==> config.mk <==
export PLATFORM = sky130hd
export DESIGN_NAME = mp32_store_unit_flat
export DESIGN_NICKNAME = d
export VERILOG_FILES = /design/src/rtl/mp32_store_unit_if.sv /design/src/rtl/mp32_store_unit.sv /design/src/flat_wrapper.sv
export SDC_FILE = /design/constraint.sdc
export NUM_CORES = 1
export LEC_CHECK = 0
export BUFFER_PORTS_ARGS = -buffer_cell sky130_fd_sc_hd__buf_2
export CORE_ASPECT_RATIO = 0.6
export CORE_UTILIZATION = 30
export DETAILED_ROUTE_END_ITERATION = 12
export PLACE_DENSITY = 0.65
export SYNTH_ARGS = -nofsm -noshare
export SYNTH_HDL_FRONTEND = slang
export SYNTH_SLANG_ARGS = --single-unit
==> constraint.sdc <==
create_clock -name clk -period 2.3 [get_ports clk]
set_input_delay 0.115 -clock clk [delete_from_list [all_inputs] [get_ports clk]]
set_output_delay 0.115 -clock clk [all_outputs]
set_load 0.01 [all_outputs]
==> src/rtl/mp32_store_unit_if.sv <==
// Store-unit bus: MEM-stage store request on one side, data-memory write port on the other.
interface mp32_store_unit_if;
    logic        MemWrite;
    logic [1:0]  StoreSize;
    logic [31:0] Addr;
    logic [31:0] WDataIn;
    logic        mem_ack;
    logic        mem_req;
    logic [31:0] mem_addr;
    logic [31:0] mem_wdata;
    logic [3:0]  mem_be;
    logic        Stall;
    logic        Done;
    logic        AddrErr;
    logic        BusErr;

    modport master (
        output MemWrite, StoreSize, Addr, WDataIn, mem_ack,
        input  mem_req, mem_addr, mem_wdata, mem_be, Stall, Done, AddrErr, BusErr
    );

    modport slave (
        input  MemWrite, StoreSize, Addr, WDataIn, mem_ack,
        output mem_req, mem_addr, mem_wdata, mem_be, Stall, Done, AddrErr, BusErr
    );
endinterface

==> src/rtl/mp32_store_unit.sv <==
// MP32 store unit: alignment check, byte-lane steering and a timed write handshake
// to data memory, stalling the pipeline while a store is outstanding.
module mp32_store_unit #(
    parameter int TIMEOUT = 15
) (
    input  logic                clk,
    input  logic                reset_n,
    mp32_store_unit_if.slave    bus
);

    typedef enum logic [1:0] {IDLE, REQ, ERR} state_t;

    localparam logic [3:0] LP_LAST = 4'(TIMEOUT - 1);

    state_t      r_state;
    logic [3:0]  r_cnt;
    logic        r_mem_req;
    logic [31:0] r_mem_addr;
    logic [31:0] r_mem_wdata;
    logic [3:0]  r_mem_be;
    logic        r_done;
    logic        r_addr_err;
    logic        r_bus_err;

    logic        w_aligned;
    logic [3:0]  w_be;
    logic [31:0] w_wdata;

    // Lane steering: narrow stores are replicated across the word so memory picks by be.
    always_comb begin
        w_aligned = 1'b0;
        w_be      = 4'b0000;
        w_wdata   = bus.WDataIn;
        case (bus.StoreSize)
            2'b00: begin
                w_aligned = (bus.Addr[1:0] == 2'b00);
                w_be      = 4'b1111;
                w_wdata   = bus.WDataIn;
            end
            2'b01: begin
                w_aligned = ~bus.Addr[0];
                w_be      = bus.Addr[1] ? 4'b1100 : 4'b0011;
                w_wdata   = {2{bus.WDataIn[15:0]}};
            end
            2'b10: begin
                w_aligned = 1'b1;
                w_be      = 4'b0001 << bus.Addr[1:0];
                w_wdata   = {4{bus.WDataIn[7:0]}};
            end
            default: begin
                w_aligned = 1'b0;
                w_be      = 4'b0000;
                w_wdata   = bus.WDataIn;
            end
        endcase
    end

    always_ff @(posedge clk or negedge reset_n) begin
        if (!reset_n) begin
            r_state     <= IDLE;
            r_cnt       <= 4'd0;
            r_mem_req   <= 1'b0;
            r_mem_addr  <= 32'd0;
            r_mem_wdata <= 32'd0;
            r_mem_be    <= 4'b0000;
            r_done      <= 1'b0;
            r_addr_err  <= 1'b0;
            r_bus_err   <= 1'b0;
        end else begin
            r_done     <= 1'b0;
            r_addr_err <= 1'b0;
            r_bus_err  <= 1'b0;
            case (r_state)
                IDLE: begin
                    if (bus.MemWrite) begin
                        if (w_aligned) begin
                            r_mem_addr  <= {bus.Addr[31:2], 2'b00};
                            r_mem_wdata <= w_wdata;
                            r_mem_be    <= w_be;
                            r_mem_req   <= 1'b1;
                            r_cnt       <= 4'd0;
                            r_state     <= REQ;
                        end else begin
                            r_addr_err <= 1'b1;
                            r_state    <= ERR;
                        end
                    end
                end
                REQ: begin
                    // Ack is checked first so an ack on the last allowed cycle still completes.
                    if (bus.mem_ack) begin
                        r_mem_req <= 1'b0;
                        r_mem_be  <= 4'b0000;
                        r_done    <= 1'b1;
                        r_state   <= IDLE;
                    end else if (r_cnt == LP_LAST) begin
                        r_mem_req <= 1'b0;
                        r_mem_be  <= 4'b0000;
                        r_bus_err <= 1'b1;
                        r_state   <= IDLE;
                    end else begin
                        r_cnt <= r_cnt + 4'd1;
                    end
                end
                ERR: begin
                    r_state <= IDLE;
                end
                default: begin
                    r_state <= IDLE;
                end
            endcase
        end
    end

    assign bus.mem_req   = r_mem_req;
    assign bus.mem_addr  = r_mem_addr;
    assign bus.mem_wdata = r_mem_wdata;
    assign bus.mem_be    = r_mem_be;
    assign bus.Done      = r_done;
    assign bus.AddrErr   = r_addr_err;
    assign bus.BusErr    = r_bus_err;
    assign bus.Stall     = (r_state == REQ) || ((r_state == IDLE) && bus.MemWrite && w_aligned);

endmodule

==> src/flat_wrapper.sv <==
// flat-port wrapper written by rule: the top's interface ports become plain ports
module mp32_store_unit_flat 
#(
    parameter int TIMEOUT = 15
)
  (clk, reset_n, bus_MemWrite, bus_StoreSize, bus_Addr, bus_WDataIn, bus_mem_ack, bus_mem_req, bus_mem_addr, bus_mem_wdata, bus_mem_be, bus_Stall, bus_Done, bus_AddrErr, bus_BusErr);
  mp32_store_unit_if bus_i ();
  input  logic clk;
  input  logic reset_n;
  input wire logic [$bits(bus_i.MemWrite)-1:0] bus_MemWrite;
  input wire logic [$bits(bus_i.StoreSize)-1:0] bus_StoreSize;
  input wire logic [$bits(bus_i.Addr)-1:0] bus_Addr;
  input wire logic [$bits(bus_i.WDataIn)-1:0] bus_WDataIn;
  input wire logic [$bits(bus_i.mem_ack)-1:0] bus_mem_ack;
  output wire logic [$bits(bus_i.mem_req)-1:0] bus_mem_req;
  output wire logic [$bits(bus_i.mem_addr)-1:0] bus_mem_addr;
  output wire logic [$bits(bus_i.mem_wdata)-1:0] bus_mem_wdata;
  output wire logic [$bits(bus_i.mem_be)-1:0] bus_mem_be;
  output wire logic [$bits(bus_i.Stall)-1:0] bus_Stall;
  output wire logic [$bits(bus_i.Done)-1:0] bus_Done;
  output wire logic [$bits(bus_i.AddrErr)-1:0] bus_AddrErr;
  output wire logic [$bits(bus_i.BusErr)-1:0] bus_BusErr;
  assign bus_i.MemWrite = bus_MemWrite;
  assign bus_i.StoreSize = bus_StoreSize;
  assign bus_i.Addr = bus_Addr;
  assign bus_i.WDataIn = bus_WDataIn;
  assign bus_i.mem_ack = bus_mem_ack;
  assign bus_mem_req = bus_i.mem_req;
  assign bus_mem_addr = bus_i.mem_addr;
  assign bus_mem_wdata = bus_i.mem_wdata;
  assign bus_mem_be = bus_i.mem_be;
  assign bus_Stall = bus_i.Stall;
  assign bus_Done = bus_i.Done;
  assign bus_AddrErr = bus_i.AddrErr;
  assign bus_BusErr = bus_i.BusErr;
  mp32_store_unit #(.TIMEOUT(TIMEOUT)) u_core (.clk(clk), .reset_n(reset_n), .bus(bus_i));
endmodule
# After elaboration in Yosys (flattened, before gate mapping)
# Index checks and enable logic that the tools add are counted.
[op_classes]
add_sub_neg = 1
multipliers = 0
n_div = 0
order_cmp = 0
eq_ne = 9
shift = 1
n_mux = 32
bitwise = 1
reduce_logical = 11
[op_table]
columns = ["op", "n"]
rows = [
  ["32-bit case mux with 2 select lines", 1],
  ["4-bit 2-to-1 mux", 9],
  ["4-bit case mux with 2 select lines", 2],
  ["1-bit 2-to-1 mux", 12],
  ["4-bit case mux with 3 select lines", 1],
  ["2-bit 2-to-1 mux", 4],
  ["2-bit logical NOT", 3],
  ["2-bit != test, second input constant", 3],
  ["5-bit AND reduction", 1],
  ["4-bit by 1-bit adder with 4-bit output, second input constant", 1],
  ["2-bit by 1-bit == test with 1-bit output, second input constant", 2],
  ["4-bit == test, second input constant", 1],
  ["2-bit case mux with 2 select lines", 1],
  ["4-bit AND reduction", 1],
  ["1-bit by 2-bit << shifter with 4-bit output, first input constant", 1],
  ["3-bit by 2-bit != test with 1-bit output, second input constant", 1],
  ["1-bit case mux with 3 select lines", 1],
  ["3-bit AND reduction", 1],
  ["2-bit == test, second input constant", 1],
  ["1-bit logical AND", 2],
  ["2-bit by 1-bit != test with 1-bit output, second input constant", 1],
  ["1-bit case mux with 2 select lines", 1],
  ["2-bit AND reduction", 1],
  ["2-bit nonzero test", 1],
  ["2 further kinds", 2],
]
[word_totals]
regBits = 76
latch_bits = 0
mem_bits_rw = 0
rom_bits = 0
input_bits = 70
output_inout_bits = 73
word_cells = 64
mem_count = 0

# Logic depth before layout (Yosys ltp)
# Gate-level depths: netlist of run 1.
[depth]
word_depth = 5
mapped_depth = 8
depth_no_buf = 6

# Least setup slack after synthesis of run 1
# Ideal clock, no wire load.
[synth_timing]
path_type = "register -> register"
start = "register u_core.r_state[1]"
end = "register u_core.r_mem_addr[10] (netlist: u_core.bus.mem_addr[10])"
setup_ps = 125
arrival_time_ps = 1736
required_time_ps = 2175
slack_ps = 439
path_stages_with_launch = 6
n_path_buf = 2
period_less_slack_ps = 1861
path_cell_list = "dfrtp_1 > or3b_4 > a2111o_1 > buf_6 > buf_6 > mux2_4"
[synth_via]
elab_chain_cells = 2
[synth_lines]
columns = ["item", "line_no", "rtl"]
rows = [
  ["from (decl)", "mp32_store_unit.sv:15", "state_t r_state;"],
  ["from (signal assigned)", "mp32_store_unit.sv:60", "r_state <= IDLE;"],
  ["from (signal assigned)", "mp32_store_unit.sv:82", "r_state <= REQ;"],
  ["from (signal assigned)", "mp32_store_unit.sv:85", "r_state <= ERR;"],
  ["2-bit logical NOT", "mp32_store_unit.sv:73", "case (r_state)"],
  ["3-bit AND reduction (no line)", "--", ""],
  ["to (signal assigned)", "mp32_store_unit.sv:77", "r_mem_addr <= {bus.Addr[31:2], 2'b00};"],
  ["to (decl)", "mp32_store_unit.sv:18", "logic [31:0] r_mem_addr;"],
]
# No other way between the ends.
# A chain may end at the register's enable or synchronous reset.

# Final worst setup path of run 1
[layout_timing]
start = "register u_core.r_state[0]"
end = "output bus_Stall"
[layout_via]
elab_chain_cells = 4
word_cells_on_any_way = 5
classes_between = "eq/ne (1); reduce/logical (4)"
[layout_lines]
columns = ["item", "line_no", "rtl"]
rows = [
  ["2-bit logical NOT", "mp32_store_unit.sv:122", "assign bus.Stall = (r_state == REQ) || ((r_state == IDLE) && bus.MemWrite && w_aligned);"],
  ["1-bit logical AND (2 in a row)", "mp32_store_unit.sv:122", ""],
  ["1-bit logical OR *", "mp32_store_unit.sv:122", ""],
  ["to (decl)", "flat_wrapper.sv:19", "output wire logic [$bits(bus_i.Stall)-1:0] bus_Stall;"],
]
# Mark *: on every way between the ends. The rest lies on a longest branch, timed or not.

==> flow_summary.json, run 1 <==
{
  "io_buffers": 140,
  "synthMuxAreaShare": 0.163,
  "setup_viol_count_final": 0,
  "cts_hold_buffers": 10,
  "syn_area_sq_um": 3420,
  "h-tree-depth": 3,
  "place_area_sq_um": 4240,
  "fin_crit_sh": 0.949,
  "synth_common_cells": "dfrtp_1, o21ai_0, mux2_4, nand2_1, clkbuf_1",
  "clock_sinks": 76,
  "hold-worst-slack_ns": 0.0179,
  "die-area_sq_um": 11900,
  "yosys.area_share.simple": 0.0841,
  "max_slew_margin": 0.333,
  "required_ns": 2.18,
  "wl_per_cell_um": 14.8,
  "ant_nets": 0,
  "yosysSeqAreaShare": 0.556,
  "rsz0062_at_grt": "false",
  "clockBufferDepth": 2,
  "synth_seq_cells": 76,
  "tightest_slew_ns": 1.00,
  "coreArea_sq_um": 10800,
  "avgSynthCellArea_sq_um": 11.9,
  "synth_xor_area_frac": 0,
  "min_period_ns": 2.18,
  "cts_setup_buffers": 0,
  "drtIter0Drc": 65,
  "hpwl_um": 6000,
  "cts_resized": 0,
  "fmax_mhz": 458,
  "hold_viol_final": 0,
  "path_max_fanout": 77,
  "syn_inst": 287,
  "syn_to_final_growth_pct": 35.3,
  "layout-drive-gt1-share": 0.458,
  "worstSkewPairLatency_ns": 0.33,
  "cp-end-kind": "output port",
  "synthAdderAreaFrac": 0.0219,
  "clockRootBuffer": "clkbuf_16",
  "status": "finished clean",
  "min_path_type": "primary input to register",
  "synth-compound-area-share": 0.132,
  "synth_top_family_by_area": "multiplexers",
  "rows": 29,
  "ys_warn_count": 0,
  "worst_slack_ns": 0.118,
  "wl_um": 8550,
  "cts_tree": "yes",
  "final_area_sq_um": 4630,
  "dieHeight_um": 84.7,
  "synth_top_area_share": 0.556,
  "cap_violations": 0,
  "synth_top_flop_cell": "dfrtp_1",
  "fin_nets": 511,
  "criticalPathCategory": "register to output port",
  "yosysTopAreaCell": "dfrtp_1",
  "tns_ns": 0,
  "p_per_area_nw_per_um2": 1060,
  "synthDistinctLibCells": 33,
  "pre_cts_slack_ns": 0.314,
  "stdcell_count": 578,
  "place_inst": 553,
  "vias_per_cell": 4.66,
  "diodes": 0,
  "antenna_found_initial": 0,
  "drv_slew": 0,
  "clkSlewWorstSetupHoldPaths_ns": 0.06,
  "leakage_nw": 2.45,
  "start_util": 0.317,
  "die_w_um": 140,
  "worstPathArrival_ns": 2.07,
  "grt_pass1_vias": 2710,
  "design.portCount": 143,
  "synth.top_cells.by_area": "dfrtp_1, mux2_4, o21ai_0, nand2_1, ha_1",
  "firstDrtPassIters": 4,
  "grtUsageTotal": 0.152,
  "grt_max_degree": 78,
  "cts_made_buffers": 9,
  "r2r_slack_ns": 0.26,
  "grt_pass1_wl_um": 13900,
  "ys_async_sr_fraction": 1.00,
  "start_kind": "register",
  "yosysMostFrequentCell": "dfrtp_1",
  "vias": 2692,
  "drc": 0,
  "fin_skew_ns": 0.00697,
  "synth_edf_count": 0,
  "gp_congestion": 0.785,
  "grt.overflow.total": 0,
  "vdd_ir_drop_max_uv": 385
}
-- cell families after synthesis --
family,after synthesis
compound gates,77
flops,76
simple gates,63
mux,38
buf+inv,26
fa+ha+maj,6
other cells,1
-- per-stage QoR --
stage	total power [mW]	util
after floorplan	2.86	-
after global placement	3.48	0.392
after detailed placement	3.53	0.392
after CTS	4.97	0.428
after global routing	5.20	0.428
final	4.89	0.428
-- path summary, 6_finish.rpt --
check                                        start                       to  cells after the start
setup reg to reg                 u_core.r_state[0]  u_core.bus.mem_addr[19]                      4
max in group asynchronous                  reset_n          u_core.r_cnt[1]                      2
hold reg to reg            u_core.bus.mem_wdata[8]  u_core.bus.mem_wdata[8]                      2
setup / recovery                 u_core.r_state[0]                bus_Stall                      5
min in group asynchronous                  reset_n   u_core.bus.mem_addr[7]                      2
hold / removal                        bus_Addr[20]  u_core.bus.mem_addr[20]                      2
-- cell usage in the layout (no fill, tap or decap), drive strengths merged, types with 2 or more instances in the layout --
cell and n:
buf 145, clkinv 3, a21o 2, a22oi 8, nand2 35, clkbuf 10
dlygate4sd3 10, nor2 8, a31oi 2, nor3 2, o21ai 44, mux2 38
inv 7, nand3 3, dfrtp 76, ha 6, nor2b 10, a21oi 10
nand2b 2, o2bb2ai 2, a22o 2, conb 2
-- sequential cells by signal, indices dropped and copies added, names as in the netlist --
| signal | count |
|---|---|
| u_core.bus.AddrErr | 1 |
| u_core.bus.BusErr | 1 |
| u_core.r_state | 2 |
| u_core.bus.mem_wdata | 32 |
| u_core.r_cnt | 4 |
| u_core.bus.mem_be | 4 |
| u_core.bus.Done | 1 |
| u_core.bus.mem_addr | 30 |
| u_core.bus.mem_req | 1 |
-- layer usage --
metal,part of all wire,up-vias,track usage
met2,0.44,97,0.235
li1,-,1298,-
met3,0.060,6,0.0565
met5,0,-,0
met4,0.0051,0,0.0400
met1,0.49,1291,0.199
-- where the power goes --
group | total (mW) | internal (mW) | leakage, nW | switching [mW]
registers | 2.03 | 1.78 | 0.942 | 0.255
logic | 1.47 | 0.771 | 1.36 | 0.697
clock network | 1.39 | 0.857 | 0.144 | 0.532
total | 4.89 | 3.41 | 2.45 | 1.48
-- worst max-delay path, stage by stage, from the launching register on --
cell and delay, ns:
dfrtp_1 0.41, or3b_4 0.40, a2111o_2 0.45, buf_12 0.24, nand2_1 0.10, buf_2 0.13
-- layout make-up --
type / instances / area [sq um]
clock inverters: 5 / 52.6
fillers: 1022 / 6180
clock buffers: 10 / 239
inverters: 7 / 26.3
multi-input cells: 186 / 1380
well taps: 139 / 174
repair buffers: 155 / 853
flip-flops and latches: 76 / 1900
No activity file was read; power rests on OpenSTA's default activity.
==> inputs of run 2 (changes only) <==
RECOVER_POWER = 50   (was not set)
==> flow_summary.json, run 2 (synthesis gave the netlist of run 1 again) <==
{
  "status": "finished clean",
  "syn_to_final_growth_pct": 32.7,
  "firstDrtPassIters": 4,
  "crit_chain": "or3b_4 > a2111o_2 > buf_12 > nand2_1 > buf_2",
  "rows": 29,
  "cap_violations": 0,
  "tightest_slew_ns": 1.08,
  "fmax_mhz": 458,
  "coreArea_sq_um": 10800,
  "clock_sinks": 76,
  "worstSkewPairLatency_ns": 0.33,
  "fin_nets": 511,
  "max_slew_margin": 0.279,
  "final_common_cell": "dfrtp_1",
  "cp-end-kind": "output port",
  "vdd_ir_drop_max_uv": 374,
  "ff_latch_area_sq_um": 1900,
  "vias": 2706,
  "largest_register_ffs": 32,
  "drtIter0Drc": 53,
  "nFillCells": 1063,
  "multiInputGateArea_sq_um": 1380,
  "cts_made_buffers": 9,
  "dieHeight_um": 84.7,
  "grt.overflow.total": 0,
  "stdcell_count": 578,
  "layout-drive-gt1-share": 0.296,
  "fin_skew_ns": 0.00698,
  "vias_per_cell": 4.68,
  "die-area_sq_um": 11900,
  "p_seq_frac": 0.427,
  "wl_per_cell_um": 14.9,
  "tns_ns": 0,
  "cts_setup_buffers": 0,
  "ant_nets": 0,
  "final_cell_mix": "dfrtp_1, clkbuf_1, buf_2, o21ai_0",
  "worst_slack_ns": 0.116,
  "p_switching_mw": 1.51,
  "clockRootBuffer": "clkbuf_16",
  "grtUsageTotal": 0.152,
  "hpwl_um": 6000,
  "path_max_fanout": 77,
  "drv_slew": 0,
  "clock_power_share": 0.291,
  "h-tree-depth": 3,
  "cts_resized": 0,
  "crit_path_end": "bus_Stall",
  "worstPathArrival_ns": 2.07,
  "place_area_sq_um": 4240,
  "grt_max_degree": 78,
  "grt_pass1_vias": 2710,
  "drc": 0,
  "place_inst": 553,
  "path_delay_family": "simple AND/OR/NAND/NOR gates",
  "min_period_ns": 2.18,
  "max_stage_delay_ns": 0.45,
  "criticalPathCategory": "register to output port",
  "slowest_stage": "a2111o_2",
  "crit_path_start": "u_core.r_state[0]",
  "cts_tree": "yes",
  "worst-path-buf-inv": 2,
  "fin_crit_sh": 0.950,
  "cp.depth": 5,
  "p_int_mw": 3.29,
  "leakage_nw": 2.22,
  "final_area_sq_um": 4540,
  "regToRegStartpoint": "u_core.r_state[0]",
  "r2r_end": "u_core.bus.mem_addr[19]",
  "hold_viol_final": 0,
  "rsz0062_at_grt": "false",
  "switching_share": 0.314,
  "p_per_area_nw_per_um2": 1060,
  "pre_cts_slack_ns": 0.314,
  "antenna_found_initial": 0,
  "diodes": 0,
  "start_kind": "register",
  "gp_congestion": 0.785,
  "clockBufferDepth": 2,
  "setup_viol_count_final": 0,
  "io_buffers": 140,
  "clkSlewWorstSetupHoldPaths_ns": 0.06,
  "design.portCount": 143,
  "power_frac_comb": 0.283,
  "die_w_um": 140,
  "r2r_slack_ns": 0.28,
  "min_path_type": "primary input to register",
  "wl_um": 8590,
  "required_ns": 2.18,
  "grt_pass1_wl_um": 13900,
  "start_util": 0.317,
  "r2r_cells": 4
}
==> run 2: changes by cell type in the layout (fill, tap and decap cells not counted), sizes merged <==
cell,before,now
buf,145,73
clkbuf,10,82
==> run 2: worst reg2reg max path, cell delays in order (launching register included) <==
cell      delay [ns]
dfrtp_1         0.41
or3b_4          0.40
a2111o_2        0.45
buf_12          0.24
mux2_4          0.40
==> run 2: cell type report <==
cell class,instances,area share
clock inverter,5,0.0116
multi-input combinational,186,0.305
tap,139,0.0383
timing repair buffer,155,0.168
inverter,7,0.00579
clock buffer,10,0.0526
sequential,76,0.419
==> run 2: worst min path at each step <==
stage          slack (ns)  cells after the start          from                      end
5_1_grt             0.001                      2  bus_Addr[11]  u_core.bus.mem_addr[11]
2_1_floorplan       -0.18                      0       reset_n       u_core.bus.AddrErr
4_1_cts            0.0008                      2  bus_Addr[20]  u_core.bus.mem_addr[20]
3_3_place_gp         0.31                      2   bus_mem_ack        u_core.bus.BusErr
3_5_place_dp         0.32                      2   bus_mem_ack        u_core.bus.BusErr
6_report             0.02                      2  bus_Addr[24]  u_core.bus.mem_addr[24]
==> run 2: through the flow <==
step / power, mW / utilization / hold WS (ns)
6_report: 4.80 / 0.420 / 0.0172
5_1_grt: 5.10 / 0.420 / 0.00103
4_1_cts: 4.97 / 0.428 / 0.000762
3_5_place_dp: 3.53 / 0.392 / 0.317
3_3_place_gp: 3.48 / 0.392 / 0.314
2_1_floorplan: 2.86 / - / -0.181
==> run 2: timing repair <==
action / CTS / global route
hold buffers: 10 / 0
endpoints found under the hold margin: 76 / 0
setup endpoints to repair: 0 / 0
==> run 2: routing by layer <==
metal  vias to the layer above  routed length [um]  GRT usage  share of wire
met2                        99                3790      0.235           0.44
met5                         -                   0          0              0
li1                       1299                   -          -              -
met4                         0                  44     0.0400         0.0051
met3                         6                 540     0.0565          0.063
met1                      1302                4220      0.199           0.49
==> run 2: power by group through the flow <==
stage | clock [mW] | sequential [mW] | combinational (mW)
2_1_floorplan | 0 | 2.23 | 0.629
3_3_place_gp | 0 | 2.04 | 1.44
3_5_place_dp | 0 | 2.05 | 1.48
4_1_cts | 1.44 | 2.04 | 1.50
5_1_grt | 1.49 | 2.11 | 1.50
6_report | 1.40 | 2.05 | 1.36
==> inputs of run 3 (changes only) <==
CORE_ASPECT_RATIO = 1.1   (was 0.6)
==> flow_summary.json, run 3 (synthesis gave the netlist of run 1 again) <==
{
  "start_kind": "register",
  "clkSlewWorstSetupHoldPaths_ns": 0.06,
  "leakage_nw": 2.22,
  "min_path_type": "primary input to register",
  "stdcell_count": 580,
  "required_ns": 2.18,
  "cts_resized": 0,
  "cts_tree": "yes",
  "p_per_area_nw_per_um2": 1100,
  "vias_per_cell": 4.49,
  "path_max_fanout": 69,
  "grt_max_degree": 77,
  "tightest_slew_ns": 1.68,
  "criticalPathCategory": "register to output port",
  "final_cell_mix": "dfrtp_1, clkbuf_1, buf_2, o21ai_0",
  "firstDrtPassIters": 4,
  "grt_pass1_vias": 2601,
  "dieHeight_um": 114,
  "drv_slew": 77,
  "ant_nets": 0,
  "wl_um": 8420,
  "hold-worst-slack_ns": 0.0166,
  "cap_violations": 1,
  "fin_skew_ns": 0.00555,
  "largest_register_ffs": 32,
  "grtUsageTotal": 0.150,
  "fin_crit_sh": 0.951,
  "place_area_sq_um": 4250,
  "die_w_um": 104,
  "final_area_sq_um": 4520,
  "io_buffers": 140,
  "place_inst": 561,
  "drc": 0,
  "drtIter0Drc": 115,
  "grt_pass1_wl_um": 13600,
  "max_slew_margin": -0.120,
  "antenna_found_initial": 0,
  "final_common_cell": "dfrtp_1",
  "grt.overflow.total": 0,
  "wl_per_cell_um": 14.5,
  "pre_cts_slack_ns": 0.332,
  "setup_viol_count_final": 0,
  "tns_ns": 0,
  "clockBufferDepth": 2,
  "layout-drive-gt1-share": 0.303,
  "worstSkewPairLatency_ns": 0.33,
  "min_period_ns": 2.19,
  "cp-end-kind": "output port",
  "die-area_sq_um": 11800,
  "clock_sinks": 76,
  "gp_congestion": 0.758,
  "fmax_mhz": 457,
  "cts_setup_buffers": 0,
  "hold_viol_final": 0,
  "rows": 40,
  "worstPathArrival_ns": 2.07,
  "vdd_ir_drop_max_uv": 452,
  "design.portCount": 143,
  "worst_slack_ns": 0.112,
  "fin_nets": 504,
  "coreArea_sq_um": 11000,
  "clockRootBuffer": "clkbuf_16",
  "failed_checks": "capacitance limit, slew limit",
  "start_util": 0.311,
  "hpwl_um": 6070,
  "rsz0062_at_grt": "false",
  "status": "finished with violations",
  "diodes": 0,
  "h-tree-depth": 3,
  "cts_made_buffers": 9,
  "syn_to_final_growth_pct": 32.2,
  "vias": 2605
}
[run 3: final timing paths]
check	from	to	slack [ns]	cells after the start
max	u_core.r_state[1]	bus_Stall	0.11	5
min	bus_Addr[17]	u_core.bus.mem_addr[17]	0.02	2
max reg2reg	u_core.r_state[1]	u_core.bus.mem_addr[7]	0.31	4
min reg2reg	u_core.bus.mem_wdata[12]	u_core.bus.mem_wdata[12]	0.48	2
max in group asynchronous	reset_n	u_core.bus.mem_wdata[1]	0.52	2
min in group asynchronous	reset_n	u_core.bus.mem_addr[14]	0.79	2
[run 3: repair_timing]
action,CTS,global route
setup endpoints to repair,0,0
hold endpoints to repair,78,0
hold buffers,3,0
[run 3: stage by stage]
step / total power [mW] / util
2_1_floorplan: 2.86 / -
3_3_place_gp: 3.48 / 0.386
3_5_place_dp: 3.53 / 0.386
4_1_cts: 5.13 / 0.419
5_1_grt: 5.27 / 0.411
6_report: 4.95 / 0.411
[run 3: power breakdown]
| part | switching [mW] | total, mW | internal (mW) |
|---|---|---|---|
| Combinational | 0.688 | 1.34 | 0.648 |
| Sequential | 0.273 | 2.05 | 1.78 |
| Clock | 0.531 | 1.57 | 1.04 |
[run 3: worst max-delay path, stage by stage, from the launching register on]
cell      delay, ns
dfrtp_1        0.39
or3b_4         0.42
a2111o_2       0.45
buf_12         0.23
nand2_1        0.10
buf_2          0.13
[run 3: layout make-up]
type / count / area, sq um
well taps: 147 / 184
inverters: 7 / 26.3
clock buffers: 12 / 267
repair buffers: 148 / 692
clock inverters: 4 / 70.1
flip-flops and latches: 76 / 1900
multi-input cells: 186 / 1380
fillers: 1155 / 6490
[run 3: layer usage]
| layer | global-route usage | wire length [um] | up-vias |
|---|---|---|---|
| met5 | 0 | 0 | - |
| met4 | 0.0667 | 86 | 0 |
| met3 | 0.0394 | 460 | 8 |
| met2 | 0.237 | 3960 | 81 |
| met1 | 0.193 | 3920 | 1237 |
| li1 | - | - | 1279 |
